<file path="config.mk">
export PLATFORM = sky130hd
export DESIGN_NAME = uart_transmitter
export DESIGN_NICKNAME = d
export VERILOG_FILES = /design/src/rtl/uart_transmitter.sv
export SDC_FILE = /design/constraint.sdc
export NUM_CORES = 1
export LEC_CHECK = 0
export ABC_AREA = 0
export ABC_CLOCK_PERIOD_IN_PS = 2740
export CAP_MARGIN = 0
export CELL_PAD_IN_SITES_DETAIL_PLACEMENT = 0
export CELL_PAD_IN_SITES_GLOBAL_PLACEMENT = 1
export CORE_MARGIN = 1
export CORE_UTILIZATION = 45
export DETAILED_ROUTE_END_ITERATION = 8
export PLACE_DENSITY = 0.92
export SLEW_MARGIN = 20
export SYNTH_ARGS = -nofsm -noshare
export SYNTH_HDL_FRONTEND = slang
export SYNTH_SLANG_ARGS = --single-unit
</file>
<file path="constraint.sdc">
create_clock -name BaudRate_clk -period 2.74 [get_ports BaudRate_clk]
set_input_delay 0.274 -clock BaudRate_clk [delete_from_list [all_inputs] [get_ports BaudRate_clk]]
set_output_delay 0.274 -clock BaudRate_clk [all_outputs]
set_load 0.01 [all_outputs]
</file>
<file path="src/rtl/uart_transmitter.sv">
// 8N1 UART transmit engine on a 16x oversampled baud clock.
// One byte per accepted request, LSB first, all outputs registered.
module uart_transmitter #(
  parameter int unsigned OVERSAMPLE = 16,
  parameter int unsigned DATA_BITS  = 8
) (
  input  logic       BaudRate_clk,
  input  logic       reset,
  input  logic [7:0] TX_DATA,
  input  logic       TX_EN,
  output logic       UART_TX,
  output logic       TX_STATUS,
  output logic       TX_DONE
);

  localparam logic [1:0] StIdle  = 2'd0;
  localparam logic [1:0] StStart = 2'd1;
  localparam logic [1:0] StData  = 2'd2;
  localparam logic [1:0] StStop  = 2'd3;

  localparam logic [3:0] TickLast = 4'(OVERSAMPLE - 1);
  localparam logic [2:0] BitLast  = 3'(DATA_BITS - 1);

  logic [1:0] state_q, state_d;
  logic [3:0] tick_q, tick_d;
  logic [2:0] bit_q, bit_d;
  logic [7:0] shift_q, shift_d;
  logic       tx_q, tx_d;
  logic       status_q, status_d;
  logic       done_q, done_d;

  always_comb begin
    state_d  = state_q;
    tick_d   = tick_q;
    bit_d    = bit_q;
    shift_d  = shift_q;
    tx_d     = tx_q;
    status_d = status_q;
    done_d   = 1'b0;

    case (state_q)
      StIdle: begin
        tx_d     = 1'b1;
        status_d = 1'b1;
        if (TX_EN) begin
          shift_d  = TX_DATA;
          tick_d   = 4'd0;
          bit_d    = 3'd0;
          state_d  = StStart;
          tx_d     = 1'b0;
          status_d = 1'b0;
        end
      end
      StStart: begin
        tick_d = tick_q + 4'd1;
        if (tick_q == TickLast) begin
          state_d = StData;
          tx_d    = shift_q[0];
        end
      end
      StData: begin
        tick_d = tick_q + 4'd1;
        if (tick_q == TickLast) begin
          shift_d = {1'b0, shift_q[7:1]};
          bit_d   = bit_q + 3'd1;
          if (bit_q == BitLast) begin
            state_d = StStop;
            tx_d    = 1'b1;
          end else begin
            // Next bit is what lands in shift[0] after this shift.
            tx_d = shift_q[1];
          end
        end
      end
      StStop: begin
        tick_d = tick_q + 4'd1;
        tx_d   = 1'b1;
        if (tick_q == TickLast) begin
          state_d  = StIdle;
          status_d = 1'b1;
          done_d   = 1'b1;
        end
      end
      default: begin
        state_d = StIdle;
      end
    endcase
  end

  always_ff @(posedge BaudRate_clk or negedge reset) begin
    if (!reset) begin
      state_q  <= StIdle;
      tick_q   <= 4'd0;
      bit_q    <= 3'd0;
      shift_q  <= 8'd0;
      tx_q     <= 1'b1;
      status_q <= 1'b1;
      done_q   <= 1'b0;
    end else begin
      state_q  <= state_d;
      tick_q   <= tick_d;
      bit_q    <= bit_d;
      shift_q  <= shift_d;
      tx_q     <= tx_d;
      status_q <= status_d;
      done_q   <= done_d;
    end
  end

  assign UART_TX   = tx_q;
  assign TX_STATUS = status_q;
  assign TX_DONE   = done_q;

endmodule

</file>
Yosys cells after proc, flatten, opt, wreduce, memory -nomap -nowiden
Index checks and enable logic that the tools add are counted.

word-level totals
  register bits = 20
  latch bits = 0
  bits in writable memories = 0
  ROM bits = 0
  bits of input ports = 11
  output and inout port bits = 3
  word-level logic and storage cells = 50
  memories kept = 0

cells by class
  $add $sub $neg = 2
  multipliers = 0
  div/mod/pow operators = 0
  order comparisons = 0
  equality and inequality tests = 10
  shift operators = 0
  mux-type cells = 23
  bitwise operators = 0
  reductions and logical operators = 8

operator list
  cell                                                             number
  8-bit 2-to-1 mux                                                 2
  8-bit case mux with 2 select lines                               1
  2-bit 2-to-1 mux                                                 5
  2-bit inequality test, second input constant                     5
  2-bit case mux with 4 select lines                               1
  4-bit case mux with 2 select lines                               1
  1-bit 2-to-1 mux                                                 7
  3-bit 2-to-1 mux                                                 2
  3-bit case mux with 2 select lines                               1
  5-bit AND reduction                                              1
  4-bit by 1-bit adder with 4-bit output, second input constant    1
  2-bit == test, second input constant                             2
  4-bit == test, second input constant                             1
  4-bit 2-to-1 mux                                                 1
  1-bit case mux with 4 select lines                               1
  2-bit AND reduction                                              2
  2-bit nonzero test                                               2
  3-bit by 1-bit adder with 3-bit output, second input constant    1
  3-bit == test, second input constant                             1
  3-bit AND reduction                                              1
  3-bit OR reduction                                               1
  2-bit by 1-bit == test with 1-bit output, second input constant  1
  2-bit zero test                                                  1
  1-bit case mux with 2 select lines                               1

Logic depth before layout (Yosys ltp)
Gate-level depths: netlist of run 1.

  word-level depth = 4
  depth in mapped cells = 8
  gate-level depth less buffers = 6

Least setup slack after synthesis of run 1
Ideal clock, no wire load.

  kind = register to register
  start point = reg state_q[0]
  end point = reg state_q[1]
  library setup time = 0.125 ns
  arrival = 1.488 ns
  data required time = 2.615 ns
  setup slack = 1.128 ns
  cell stages (with the launch flop) = 7
  path buffers = 1
  clock period less this slack = 1.612 ns
  path through = dfrtp_1 -> inv_1 -> ha_1 -> buf_4 -> o31ai_1 -> o211ai_1 -> mux2_2

on the way
  word-level cells in the longest chain between the ends = 3
  elaborated cells on any way between the ends = 11
  those cells by class = eq/ne (8); mux (1); reduce/logical (2)

RTL lines
  what                                    line  text
  start: declaration                      24    logic [1:0] state_q, state_d;
  start signal: assignment                92    state_q <= StIdle;
  start signal: assignment                100   state_q <= state_d;
  2-bit == test (tied with other cells)   41    case (state_q)
  2-bit inequality test (no source line)  --
  5-bit AND reduction (no source line)    --

Parallel ways exist; a longest one is shown, timed or not.
A chain may end at the register's enable or synchronous reset.

Worst setup path after layout of run 1
  start point = reg state_q[0]
  end point = reg shift_q[5]

on the way
  word-level cells in the longest chain between the ends = 3
  elaborated cells on any way between the ends = 7
  those cells by class = eq/ne (3); mux (1); reduce/logical (3)

RTL lines
  what                                                                                 line  text
  2-bit == test / 2-bit zero test (equally long branches)                              41
  2-bit inequality test (no source line) / 2-bit nonzero test (equally long branches)  --
  3-bit AND reduction (no source line)                                                 --
  end signal: assignment                                                               103   shift_q <= shift_d;
  end: declaration                                                                     27    logic [7:0] shift_q, shift_d;

Parallel ways exist; a longest one is shown, timed or not.

==> summary.txt, run 1 <==
post-route minimum period -> 1.98 ns
vias in the first global route -> 830
Critical Path Sink Type -> flop
post-synthesis average cell area -> 10.2 sq um
Fill cells -> 218
status -> complete, no violations
DR WL met2 -> 996 microns
most frequent cells in the layout -> dfrtp_1 (18), clkdlybuf4s50_1 (13), o21ai_0 (10), nor2_1 (10)
Vias per Instance -> 5.67
Pwr Density -> 393 nW/um^2
synth warn -> 0
Crit Path Max Fanout -> 16
Mapped Area -> 1130 sq um
nets -> 144
Final ANT Viol Nets -> 0
CP Class -> reg -> reg
WL final -> 2.10 mm
total design power -> 512 uW
Slew Limit Headroom -> 40.9%
first-pass GRT wire length -> 3.64 mm
residual DRC count -> 0
post-synth cell types -> 32
CTS tree -> done
WP data arrival -> 2.23 ns
worst skew pair latency -> 0.31 ns
post-CTS setup repair buffer count -> 0
Clock Skew -> 0.00194 ns
asr flop ratio synth -> 100%
Synth Register Bits -> 20
met1 WL -> 979 microns
post-synth top area cell -> dfrtp_1
initial antenna violation count -> 0
largest net degree at the start of global routing -> 21
Reg area -> 503 sq um
GRT Util Overall -> 18.8%
Max IR drop VDD -> 0.290 mV
Synth Instances -> 111
FP Rows -> 17
Hold Fails Final Rpt -> 0
unrepaired setup endpoints after global routing -> false
Hold Path Class -> in -> async
crit start category -> flop
DR WL/cell -> 13.8 microns
clock sink count -> 20
total die area -> 2710 sq um
vias after detailed routing -> 862
final worst slack -> 0.759 ns
CTS H-tree depth -> 1
Slew Viols, Final -> 0
Die Ht -> 52.1 microns
total gr overflow -> 0
design area -> 1300 sq um
reg-to-reg critical path startpoint -> state_q[0]
Top Metal Used -> met4
I/O pin count -> 14
port bufs -> 13
Initial Utilization -> 49.1%
fraction of layout cells with a size suffix above 1 -> 12.9%
die extent in x -> 52.1 microns
reg-to-reg slack, setup -> 0.76 ns
share of the synthesized area in the top cell type -> 39.9%
Seq/Total Area, Yosys -> 44.6%
final worst-path cycle share -> 72.3%
commonest non-fill, non-tap cell in the layout -> dfrtp_1
DR pass1 iterations -> 4
maximum buffer depth of the clock tree -> 2
area of the core -> 2300 sq um
Iter 0 DRT Violations -> 17
Post-Place Worst Slack -> 0.786 ns
Setup violations, final -> 0
Crit path required time -> 2.99 ns
cell leakage power -> 0.000596 uW
DP Area -> 1270 sq um
post-cts hold buffer count -> 0
Post-synth EDFFs -> 0
Num CTS Buffers -> 3
ys flop type -> dfrtp_1
R2R depth -> 6
post_cts resized -> 0
fmax -> 0.505 GHz
clk slew on worst S/H paths -> 0.11 ns
root buf cell -> clkbuf_4
main area contributors after synthesis -> dfrtp_1 (40%), ha_1 (8.9%), mux2i_1 (6.2%)
R2R Path End -> shift_q[5]
worst-margin pin slew -> 0.884 ns
setup TNS -> 0 ns
Met3 Routed Length -> 76 microns
Placer Congestion -> 0.778
P&R area growth vs syn -> 15.5%
max-cap violations -> 0
detailed placement HPWL -> 1.51 mm
Synth Net Count -> 130
multi-input logic area -> 577 sq um
antenna diode count -> 0
-- layer usage --
layer	up-vias	GRT usage (%)
li1	419	-
met4	0	10.8
met2	19	30.1
met5	-	0
met1	419	23.5
met3	5	3.51
-- metrics by stage --
step                      utilization, %  hold WS, ns  cells
after CTS                           56.8        0.490    152
after floorplan                        -      -0.0216    111
after global routing                56.8        0.533    152
final                               56.8        0.450    152
after detailed placement            55.2        0.489    148
after global placement              55.2        0.490    148
-- kinds of logic after synthesis --
logic type	share of synthesized area, %
and+or+nand+nor	16.9
AOI/OAI and AO/OA	16.2
buffers and inverters	4.32
adders and majority gates	8.87
DFF	44.6
muxes	9.20
-- state kept, by name, summed over array words and instances (netlist names) --
register	flops
UART_TX	1
state_q	2
shift_q	8
tick_q	4
TX_STATUS	1
bit_q	3
TX_DONE	1
-- worst max-delay path, stage by stage (launching register included) --
cell	delay (ns)
dfrtp_1	0.42
inv_1	0.12
ha_1	0.42
nor2_1	0.18
a211oi_4	0.53
nor2_1	0.12
a21oi_2	0.13
-- Yosys cell counts, types with 2 or more instances --
cell	n
nand4_1	2
nor2_1	10
buf_2	3
mux2i_1	7
a21oi_2	2
a22oi_1	2
nand2_1	7
nor3_1	5
o21ai_0	10
inv_1	4
dfstp_2	2
dfrtp_1	18
nand3b_1	2
nand3_1	3
mux2_2	3
ha_1	8
a21oi_1	8
-- report_power, final --
part | switching, uW | internal, uW
logic | 12.7 | 18.7
registers | 3.08 | 301
clock network | 95.5 | 81.3
total | 111 | 401
-- worst max-delay path by stage --
| stage | slack (ns) | start | end |
|---|---|---|---|
| after CTS | 0.76 | state_q[0] | shift_q[5] |
| after global routing | 0.57 | state_q[0] | shift_q[4] |
| after floorplan | 1.13 | state_q[0] | state_q[1] |
| after global placement | 0.89 | state_q[0] | shift_q[7] |
| final | 0.76 | state_q[0] | shift_q[5] |
| after detailed placement | 0.79 | state_q[0] | shift_q[5] |
-- cell type report --
class,count,share of cell area (%)
inverters,4,1.15
repair buffers,14,10.6
flip-flops and latches,20,38.6
multi-input cells,82,44.2
well taps,28,2.69
clock buffers,4,2.78
No activity file was read; power rests on OpenSTA's default activity.
==> run 2, diff against run 1 <==
ABC_CLOCK_PERIOD_IN_PS = 2100   (was 2740)
CORE_UTILIZATION = 42   (was 45)
PLACE_DENSITY = 0.87   (was 0.92)
clock period = 2.1 ns   (was 2.74 ns; I/O delays follow)
==> summary.txt, run 2 (synthesis gave the netlist of run 1 again) <==
Final ANT Viol Nets -> 0 (unchanged)
Die Ht -> 53.8 microns (+3.4%)
residual DRC count -> 0 (unchanged)
nets -> 148 (+2.8%)
first-pass GRT wire length -> 3.29 mm (-9.7%)
Placer Congestion -> 0.913 (+17%)
commonest non-fill, non-tap cell in the layout -> dfrtp_1
Max IR drop VDD -> 0.470 mV (+62%)
Crit Path Max Fanout -> 8 (-8)
fraction of layout cells with a size suffix above 1 -> 14.8% (+1.9 points)
maximum buffer depth of the clock tree -> 2 (unchanged)
area of the core -> 2500 sq um (+8.8%)
CP Buf/Inv Count -> 2 (+1)
post-CTS setup repair buffer count -> 0 (unchanged)
R2R Path End -> tick_q[3]
Setup violations, final -> 0 (unchanged)
Hold Path Class -> in -> async
Critical Path Sink Type -> flop
I/O pin count -> 14 (unchanged)
Slew Viols, Final -> 0 (unchanged)
clk slew on worst S/H paths -> 0.11 ns (about the same)
Crit path required time -> 2.28 ns (-0.71 ns)
WP data arrival -> 1.88 ns (-0.35 ns)
total die area -> 2900 sq um (+6.9%)
cell leakage power -> 0.000610 uW (+2.3%)
CTS H-tree depth -> 1 (unchanged)
root buf cell -> clkbuf_4
most frequent cells in the layout -> dfrtp_1 (18), clkdlybuf4s50_1 (13), o21ai_0 (10), nor2_1 (10)
CP Class -> reg -> reg
fmax -> 0.586 GHz (+16%)
worst-margin pin slew -> 0.333 ns (-0.551 ns)
FP Rows -> 18 (+1)
DR pass1 iterations -> 4 (unchanged)
final worst-path cycle share -> 81.2% (+8.9 points)
max-cap violations -> 0 (unchanged)
Post-Place Worst Slack -> 0.414 ns (-0.372 ns)
critical path, cell by cell -> inv_1, ha_1, nor2b_2, buf_4, nor3_1, a21oi_1, o21ai_0
R2R depth -> 7 (+1)
Reg with most FFs -> shift_q
total gr overflow -> 0 (unchanged)
Initial Utilization -> 45.1% (-4.0 points)
die extent in x -> 53.8 microns (+3.4%)
slowest stage cell, crit path -> dfrtp_1
Pwr Density -> 471 nW/um^2 (+20%)
port bufs -> 13 (unchanged)
unrepaired setup endpoints after global routing -> false
Iter 0 DRT Violations -> 7 (-10)
slowest stage delay, CP -> 0.41 ns (-0.12 ns)
largest net degree at the start of global routing -> 21 (unchanged)
biggest registers after layout -> shift_q x8, tick_q x4, bit_q x3
DR WL/cell -> 12.9 microns (-6.9%)
vias after detailed routing -> 848 (-1.6%)
detailed placement HPWL -> 1.54 mm (+1.8%)
Vias per Instance -> 5.37 (-5.4%)
P&R area growth vs syn -> 17.5%
WL final -> 2.04 mm (-3.2%)
post_cts resized -> 0 (unchanged)
post-cts hold buffer count -> 0 (unchanged)
reg-to-reg slack, setup -> 0.39 ns (-0.37 ns)
worst skew pair latency -> 0.30 ns (about the same)
GRT Util Overall -> 16.0% (-2.8 points)
clock sink count -> 20 (unchanged)
Hold Fails Final Rpt -> 0 (unchanged)
crit start category -> flop
final worst slack -> 0.394 ns (-0.365 ns)
final core area utilization -> 53.1% (-3.7 points)
antenna diode count -> 0 (unchanged)
initial antenna violation count -> 0 (unchanged)
reg-to-reg critical path startpoint -> state_q[0]
Top Family by Delay on Critical Path -> flip-flops
vias in the first global route -> 688 (-17%)
CTS tree -> done
max FFs per register -> 8 (unchanged)
post-route minimum period -> 1.71 ns (-0.275 ns)
Slew Limit Headroom -> 77.6% (+37 points)
Num CTS Buffers -> 3 (unchanged)
Min Hold Slack -> 0.239 ns (-0.212 ns)
Clock Skew -> 0.00513 ns (+0.00319 ns)
status -> complete, no violations
setup TNS -> 0 ns (unchanged)
==> run 2: changes by cell type in the layout (fill, tap and decap cells not counted) <==
cell      before  now
clkbuf_1       0    1
clkbuf_8       1    0
buf_4          1    5
==> run 2: worst reg2reg max path: stages (launching register included) <==
cell	delay (ns)
dfrtp_1	0.41
inv_1	0.14
ha_1	0.29
nor2b_2	0.31
buf_4	0.20
nor3_1	0.06
a21oi_1	0.11
o21ai_0	0.08
==> run 2: worst max path at each step <==
stage          slack (ns)  startpoint  depth (start not counted)         end
2_1_floorplan        0.49  state_q[0]                          6  state_q[1]
3_3_place_gp         0.46  state_q[0]                          5  state_q[1]
3_5_place_dp         0.41  state_q[0]                          7   tick_q[3]
5_1_grt              0.28  state_q[0]                          7   tick_q[3]
4_1_cts              0.39  state_q[0]                          7   tick_q[3]
6_report             0.39  state_q[0]                          7   tick_q[3]
==> run 2: report_power, final <==
part	total, uW	leakage, uW	switching [uW]	internal, uW
logic	42.2	0.000356	16.6	25.6
clock network	186	0.0000150	112	73.9
registers	397	0.000238	4.37	393
total	625	0.000610	133	492
==> run 2: through the flow <==
stage               std cells  instance area, sq um  total power [uW]
detailed placement        154                  1300               448
global placement          154                  1300               446
global route              158                  1330               658
finish                    158                  1330               625
floorplan                 111                  1130               414
CTS                       158                  1330               637
==> run 2: area by class of cell <==
class / count / area [sq um]
Fill cell: 229 / 1170
Inverter: 4 / 15.0
Sequential cell: 20 / 503
Timing Repair Buffer: 18 / 168
Clock buffer: 4 / 26.3
Multi-Input combinational cell: 82 / 577
Tap cell: 30 / 37.5
==> run 2: routing by layer <==
layer	GRT usage, %	part of all wire (%)
met5	0	0
met1	23.7	52
met3	4.24	3.8
met2	22.6	43
met4	3.95	0.49
